## src/rtl/mem_io_bus.sv

```systemverilog
// Bus stage behind the multicycle processor: RAM, LEDR, synchronized SW, status/control and Run sequencer.
// Optional instruction counter at 0x3001 is built when INSTR_COUNT_EN is defined.
module mem_io_bus #(
    parameter int RAM_AW = 7,
    parameter int LED_W  = 10,
    parameter int SW_W   = 10
) (
    input  logic              Clock,
    input  logic              Resetn,
    input  logic [15:0]       ADDR,
    input  logic [15:0]       DOUT,
    input  logic              W,
    input  logic              Done,
    input  logic              Start,
    input  logic [SW_W-1:0]   SW,
    output logic [15:0]       DIN,
    output logic              Run,
    output logic [LED_W-1:0]  LEDR
);

    typedef enum logic [1:0] {
        ST_IDLE = 2'b00,
        ST_RUN  = 2'b01,
        ST_HALT = 2'b10
    } state_t;

    logic [15:0]       r_mem [0:2**RAM_AW-1];
    logic [15:0]       r_din;
    logic [LED_W-1:0]  r_ledr;
    logic [SW_W-1:0]   r_sw_meta;
    logic [SW_W-1:0]   r_sw_sync;
    logic              r_start_meta;
    logic              r_start_sync;
    logic              r_start_prev;
    state_t            r_state;
    logic              r_run;

    logic [3:0]        w_region;
    logic [RAM_AW-1:0] w_ram_idx;
    logic [15:0]       w_rd_data;
    logic [15:0]       w_icount;
    logic              w_start_evt;
    logic              w_halt_req;

    assign w_region    = ADDR[15:12];
    assign w_ram_idx   = ADDR[RAM_AW-1:0];
    assign w_start_evt = r_start_sync & ~r_start_prev;
    assign w_halt_req  = W && (w_region == 4'hF) && DOUT[0];

    assign DIN  = r_din;
    assign Run  = r_run;
    assign LEDR = r_ledr;

    // RAM is not reset; the read port samples before the write lands (read-first).
    always_ff @(posedge Clock) begin
        if (W && (w_region == 4'h0)) begin
            r_mem[w_ram_idx] <= DOUT;
        end
    end

    always_comb begin
        w_rd_data = 16'h0000;
        case (w_region)
            4'h0: w_rd_data = r_mem[w_ram_idx];
            4'h1: w_rd_data = 16'(r_ledr);
            4'h2: w_rd_data = 16'(r_sw_sync);
            4'h3: begin
                if (ADDR[11:0] == 12'h000) begin
                    w_rd_data = {14'b0, r_state};
                end else if (ADDR[11:0] == 12'h001) begin
                    w_rd_data = w_icount;
                end
            end
            default: w_rd_data = 16'h0000;
        endcase
    end

    always_ff @(posedge Clock or negedge Resetn) begin
        if (!Resetn) begin
            r_din        <= 16'h0000;
            r_ledr       <= '0;
            r_sw_meta    <= '0;
            r_sw_sync    <= '0;
            r_start_meta <= 1'b0;
            r_start_sync <= 1'b0;
            r_start_prev <= 1'b0;
            r_state      <= ST_IDLE;
            r_run        <= 1'b0;
        end else begin
            r_din        <= w_rd_data;
            r_sw_meta    <= SW;
            r_sw_sync    <= r_sw_meta;
            r_start_meta <= Start;
            r_start_sync <= r_start_meta;
            r_start_prev <= r_start_sync;
            if (W && (w_region == 4'h1)) begin
                r_ledr <= DOUT[LED_W-1:0];
            end
            // Start events are ignored while running, so a coincident halt write wins.
            case (r_state)
                ST_IDLE, ST_HALT: begin
                    if (w_start_evt) begin
                        r_state <= ST_RUN;
                        r_run   <= 1'b1;
                    end
                end
                ST_RUN: begin
                    if (w_halt_req) begin
                        r_state <= ST_HALT;
                        r_run   <= 1'b0;
                    end
                end
                default: begin
                    r_state <= ST_IDLE;
                    r_run   <= 1'b0;
                end
            endcase
        end
    end

`ifdef INSTR_COUNT_EN
    logic [15:0] r_icount;

    always_ff @(posedge Clock or negedge Resetn) begin
        if (!Resetn) begin
            r_icount <= 16'h0000;
        end else if (Done && r_run && (r_icount != 16'hFFFF)) begin
            r_icount <= r_icount + 16'd1;
        end
    end

    assign w_icount = r_icount;
`else
    logic w_unused;

    assign w_icount = 16'h0000;
    assign w_unused = Done;
`endif

endmodule

```

## config.mk

```make
export PLATFORM = sky130hd
export DESIGN_NAME = mem_io_bus
export DESIGN_NICKNAME = d
export VERILOG_FILES = /design/src/rtl/mem_io_bus.sv
export SDC_FILE = /design/constraint.sdc
export NUM_CORES = 2
export LEC_CHECK = 0
export BUFFER_PORTS_ARGS = -buffer_cell sky130_fd_sc_hd__buf_2
export CAP_MARGIN = 20
export CORE_ASPECT_RATIO = 2
export CORE_MARGIN = 2
export CORE_UTILIZATION = 40
export CTS_CLUSTER_DIAMETER = 60
export DETAILED_ROUTE_END_ITERATION = 8
export GPL_TIMING_DRIVEN = 0
export PLACE_DENSITY_LB_ADDON = 0.1
export SLEW_MARGIN = 20
export SYNTH_ARGS = -nofsm -noshare
export SYNTH_HDL_FRONTEND = slang
export SYNTH_SLANG_ARGS = --single-unit
```

## constraint.sdc

```tcl
create_clock -name Clock -period 3.9 [get_ports Clock]
set_input_delay 0.585 -clock Clock [delete_from_list [all_inputs] [get_ports Clock]]
set_output_delay 0.585 -clock Clock [all_outputs]
set_load 0.05 [all_outputs]
```

==> flow_summary.html <==
<table>
<tr><th>Metric</th><th>Value</th></tr>
<tr><th colspan="2">Setup path</th></tr>
<tr><td>Critical-path maximum fanout</td><td>10</td></tr>
<tr><td>Most frequent cell on the critical path</td><td>buf_2</td></tr>
<tr><td>Reg-to-reg endpoint</td><td>DIN[14]$_DFF_PN0_</td></tr>
<tr><td>Largest incremental delay on the critical path</td><td>0.76 ns</td></tr>
<tr><td>Setup Crit Path Kind</td><td>input pin to register</td></tr>
<tr><td>Element type at the critical path end</td><td>register</td></tr>
<tr><td>R2R Path Start</td><td>r_mem[119][14]$_DFFE_PP_</td></tr>
<tr><td>Slowest cell on crit path</td><td>nor4_1</td></tr>
<tr><td>Cells traversed along the worst timing path</td><td>buf_2 -&gt; buf_2 -&gt; buf_2 -&gt; buf_4 -&gt; clkbuf_4 -&gt; mux4_2 -&gt; o21ai_0 -&gt; a31oi_2 -&gt; nor4_1 -&gt; a31oi_1</td></tr>
<tr><td>Endpoint arrival time on the critical path</td><td>4.88 ns</td></tr>
<tr><td>Data required time at the worst endpoint</td><td>4.53 ns</td></tr>
<tr><td>Startpoint type of the worst setup path</td><td>input pin</td></tr>
<tr><td>Critical Path Start</td><td>ADDR[2]</td></tr>
<tr><td>Depth of the worst register-to-register path</td><td>7</td></tr>
<tr><td>Reg2reg setup slack</td><td>0.67 ns</td></tr>
<tr><td>CP endpoint</td><td>DIN[14]$_DFF_PN0_</td></tr>
<tr><th colspan="2">Power and ir drop</th></tr>
<tr><td>Cell area power density</td><td>498.2 nW/um^2</td></tr>
<tr><td>Max IR drop VDD</td><td>approximately 0.34 mV</td></tr>
<tr><td>Leakage power figure</td><td>roughly 31 nW</td></tr>
<tr><td>Total Power</td><td>47.12 mW</td></tr>
<tr><th colspan="2">Synthesis</th></tr>
<tr><td>Cell Area, Synth</td><td>around 81,000 sq um</td></tr>
<tr><td>Count of warnings emitted by yosys</td><td>0</td></tr>
<tr><td>Mean cell area of the mapped netlist</td><td>18.40 sq um</td></tr>
<tr><td>Syn Inst Count</td><td>4,386</td></tr>
<tr><td>Register bit count reported by yosys</td><td>about 2,100</td></tr>
<tr><td>Number of distinct library cells after synthesis</td><td>58</td></tr>
<tr><td>Number of enable-type register cells in the synthesized netlist</td><td>a little over 2,000</td></tr>
<tr><td>Primary flip-flop cell chosen by synthesis mapping</td><td>edfxtp_1</td></tr>
<tr><td>Synth area leader</td><td>edfxtp_1</td></tr>
<tr><td>Main area contributors after synthesis</td><td>edfxtp_1 (76%), mux2i_1 (9.0%), o22ai_1 (2.8%)</td></tr>
<tr><td>Proportion of synthesized flip-flops having asynchronous set or reset</td><td>2.476%</td></tr>
<tr><td>Seq/Total Area, Yosys</td><td>77.80%</td></tr>
<tr><td>Net Count, Synth</td><td>about 4,400</td></tr>
<tr><td>Top cell type's share of synthesized area</td><td>76.18%</td></tr>
<tr><th colspan="2">Die</th></tr>
<tr><td>Overall die area</td><td>a little over 200,000 sq um</td></tr>
<tr><td>Starting density of the core</td><td>40.19%</td></tr>
<tr><td>Total number of placement rows</td><td>233</td></tr>
<tr><td>Chip Height</td><td>639.3 um</td></tr>
<tr><td>Boundary pin count</td><td>74</td></tr>
<tr><td>Die width</td><td>between 300 and 400 um</td></tr>
<tr><td>Core area</td><td>200,900 sq um</td></tr>
<tr><th colspan="2">Clock tree</th></tr>
<tr><td>Longest Clk Path Bufs</td><td>4</td></tr>
<tr><td>Number of H-tree levels</td><td>4</td></tr>
<tr><td>Clock tree from TritonCTS</td><td>done</td></tr>
<tr><td>Clock transition at path regs</td><td>~0.070 ns</td></tr>
<tr><td>Total clock sinks</td><td>2,100</td></tr>
<tr><td>Clock insertion delay at the later pin of the skew report</td><td>roughly 0.91 ns</td></tr>
<tr><td>Clock buffer count from CTS</td><td>192</td></tr>
<tr><td>Buffer cell driving the clock tree root</td><td>clkbuf_16</td></tr>
<tr><th colspan="2">Global routing</th></tr>
<tr><td>Grt met3 use</td><td>5.882%</td></tr>
<tr><td>Grt met2 use</td><td>53.09%</td></tr>
<tr><td>Overflow after GRT</td><td>0</td></tr>
<tr><td>GRT Max-Usage Layer</td><td>met2</td></tr>
<tr><td>Number of antenna violations at the first check in global routing</td><td>28</td></tr>
<tr><td>GR met1 Demand/Resource</td><td>29.54%</td></tr>
<tr><td>Largest net degree at the start of global routing</td><td>100</td></tr>
<tr><td>First-pass GRT wire length</td><td>around 400,000 um</td></tr>
<tr><td>Number of global-route vias before repair</td><td>45,877</td></tr>
<tr><td>Total track usage</td><td>29.93%</td></tr>
<tr><th colspan="2">Timing</th></tr>
<tr><td>Max Transition Viols Final</td><td>0</td></tr>
<tr><td>Final min period</td><td>around 4.2 ns</td></tr>
<tr><td>Final setup violation count</td><td>19</td></tr>
<tr><td>Post-route worst setup slack</td><td>-0.3498 ns</td></tr>
<tr><td>Setup_tns</td><td>-1.082 ns</td></tr>
<tr><td>Number of hold violations in the final report</td><td>0</td></tr>
<tr><td>Share of the clock period used by the worst path after layout</td><td>109.0%</td></tr>
<tr><td>Setup repair after global routing missed its margin</td><td>yes</td></tr>
<tr><td>Max Freq</td><td>around 240 MHz</td></tr>
<tr><td>Worst clock skew</td><td>0.06064 ns</td></tr>
<tr><td>Relative slew slack</td><td>between 7 and 8%</td></tr>
<tr><td>Actual transition at the worst max-transition pin</td><td>1.388 ns</td></tr>
<tr><th colspan="2">Run status</th></tr>
<tr><td>Status</td><td>complete, but fails checks</td></tr>
<tr><td>Failing checks</td><td>negative setup slack</td></tr>
<tr><th colspan="2">Routing</th></tr>
<tr><td>DR vias/cell</td><td>6.068</td></tr>
<tr><td>Count of vias placed by the detailed router</td><td>approximately 46,000</td></tr>
<tr><td>Drt first-iter violations</td><td>between 5,000 and 6,000</td></tr>
<tr><td>Antenna viol nets, final</td><td>0</td></tr>
<tr><td>Wire length per cell after detailed routing</td><td>40.84 um</td></tr>
<tr><td>Routed wire length</td><td>308,100 um</td></tr>
<tr><td>Total iterations of the first detailed-routing run</td><td>6</td></tr>
<tr><td>Total DRC errors in the routed layout</td><td>0</td></tr>
<tr><th colspan="2">Cells and area</th></tr>
<tr><td>Most frequent cells in the layout</td><td>edfxtp_1 (2,048), mux2i_1 (720), o22ai_1 (360), clkbuf_16 (196), buf_2 (142)</td></tr>
<tr><td>Nets</td><td>4,842</td></tr>
<tr><td>Area grow syn2layout</td><td>17.15%</td></tr>
<tr><td>Share of post-route cells with drive strength above 1</td><td>20.19%</td></tr>
<tr><td>Most common library cell in the layout ignoring fill and taps</td><td>edfxtp_1</td></tr>
<tr><td>Post-route cell area</td><td>94,570 sq um</td></tr>
<tr><th colspan="2">Placement</th></tr>
<tr><td>Post-detailed-placement cell area</td><td>~87,000 sq um</td></tr>
<tr><td>Gp weighted congestion</td><td>about 1.0</td></tr>
<tr><td>Count of buffers inserted at the top-level ports</td><td>70</td></tr>
<tr><td>Detailed placement HPWL</td><td>216,200 um</td></tr>
<tr><th colspan="2">Min path</th></tr>
<tr><td>Classification of the worst-slack hold path</td><td>input pin to register</td></tr>
<tr><th colspan="2">Run</th></tr>
<tr><td>Maximum capacitance violations</td><td>0</td></tr>
</table>
## area by class of cell
cell class | count | area (sq um)
Fill cell | 16884 | 106300
Tap cell | 2585 | 3234
Multi-Input combinational cell | 2005 | 17790
Antenna cell | 15 | 37.54
Sequential cell | 2100 | 62800
Timing Repair Buffer | 216 | 3072
Inverter | 4 | 15.01
Clock buffer | 240 | 5140
Clock inverter | 103 | 1035
Buffer | 276 | 1446
## metrics by stage
| step | std cells | utilization [%] | hold slack [ns] | setup slack, ns |
|---|---|---|---|---|
| floorplan | 4386 | - | 0.2894 | 0.6533 |
| global placement | 7041 | 41.97 | 0.3336 | -3.857 |
| detailed placement | 7144 | 43.44 | 0.3372 | -2.356 |
| CTS | 7526 | 46.93 | 0.06281 | -0.2291 |
| global route | 7535 | 47.07 | 0.07537 | -0.01483 |
| finish | 7544 | 47.08 | 0.09210 | -0.3498 |
## cell usage after synthesis, types with 40 or more instances
master,number
mux4_2,82
edfxtp_1,2048
a221oi_1,54
a41oi_1,40
mux2i_1,724
o22ai_1,362
buf_2,107
a22oi_1,40
nand2_1,70
o21ai_0,200
dfrtp_1,52
mux2_2,63
nor2_1,161
clkbuf_1,124
## state kept, by name (all words and copies together), names as in the netlist
| register | count |
|---|---|
| Run | 1 |
| DIN | 16 |
| r_mem | 2048 |
| r_sw_meta | 10 |
| LEDR | 10 |
| r_start_meta | 1 |
| r_state | 2 |
| r_sw_sync | 10 |
| r_start_prev | 1 |
| r_start_sync | 1 |
## logic make-up after synthesis
group                  Yosys count  share of synthesized area [%]
DFF                           2100                          77.80
muxes                          870                          12.16
AOI/OAI and AO/OA              828                          6.719
and+or+nand+nor                307                          1.663
buffers and inverters          281                          1.663
## power breakdown
part           leakage (nW)  total [mW]  internal [mW]  switching (mW)
Combinational          9.01        3.11          0.794            2.31
Sequential             19.0        24.8           24.8          0.0296
Clock                  3.01        19.2           10.7            8.48
Total                  31.1        47.1           36.3            10.8
## timing repair
action / CTS / global route
gates resized for setup: 99 / 46
hold buffers: 12 / 0
setup endpoints to repair: 1046 / 606
setup buffers: 27 / 3
endpoints found under the hold margin: 63 / 0
pin swaps: 22 / 3
cloned: 0 / 0
## per-layer routing
metal | wire length, um | up-vias | share of wire, %
met4 | 32730 | 22 | 11
met3 | 19800 | 923 | 6.4
met1 | 95380 | 23870 | 31
met2 | 160100 | 2228 | 52
li1 | - | 18731 | -
met5 | 131 | - | 0.043
## worst max-delay path: cells and delay by family
| kind | cells | cell delay [ns] |
|---|---|---|
| AOI/OAI and AO/OA | 3 | 1.16 |
| muxes | 1 | 0.41 |
| buffers and inverters | 5 | 1.91 |
| and+or+nand+nor | 1 | 0.76 |
## worst min path at each step
stage | to | depth (start not counted) | from | slack [ns]
after floorplan | DIN[0]$_DFF_PN0_ | 0 | Resetn | 0.29
after detailed placement | r_start_sync$_DFF_PN0_ | 0 | r_start_meta$_DFF_PN0_ | 0.34
after CTS | r_mem[76][15]$_DFFE_PP_ | 1 | DOUT[15] | 0.06
final | r_mem[5][11]$_DFFE_PP_ | 1 | DOUT[11] | 0.09
after global placement | r_sw_sync[2]$_DFF_PN0_ | 0 | r_sw_meta[2]$_DFF_PN0_ | 0.33
after global routing | r_mem[5][11]$_DFFE_PP_ | 1 | DOUT[11] | 0.08
Power figures use the tool's default switching activity.
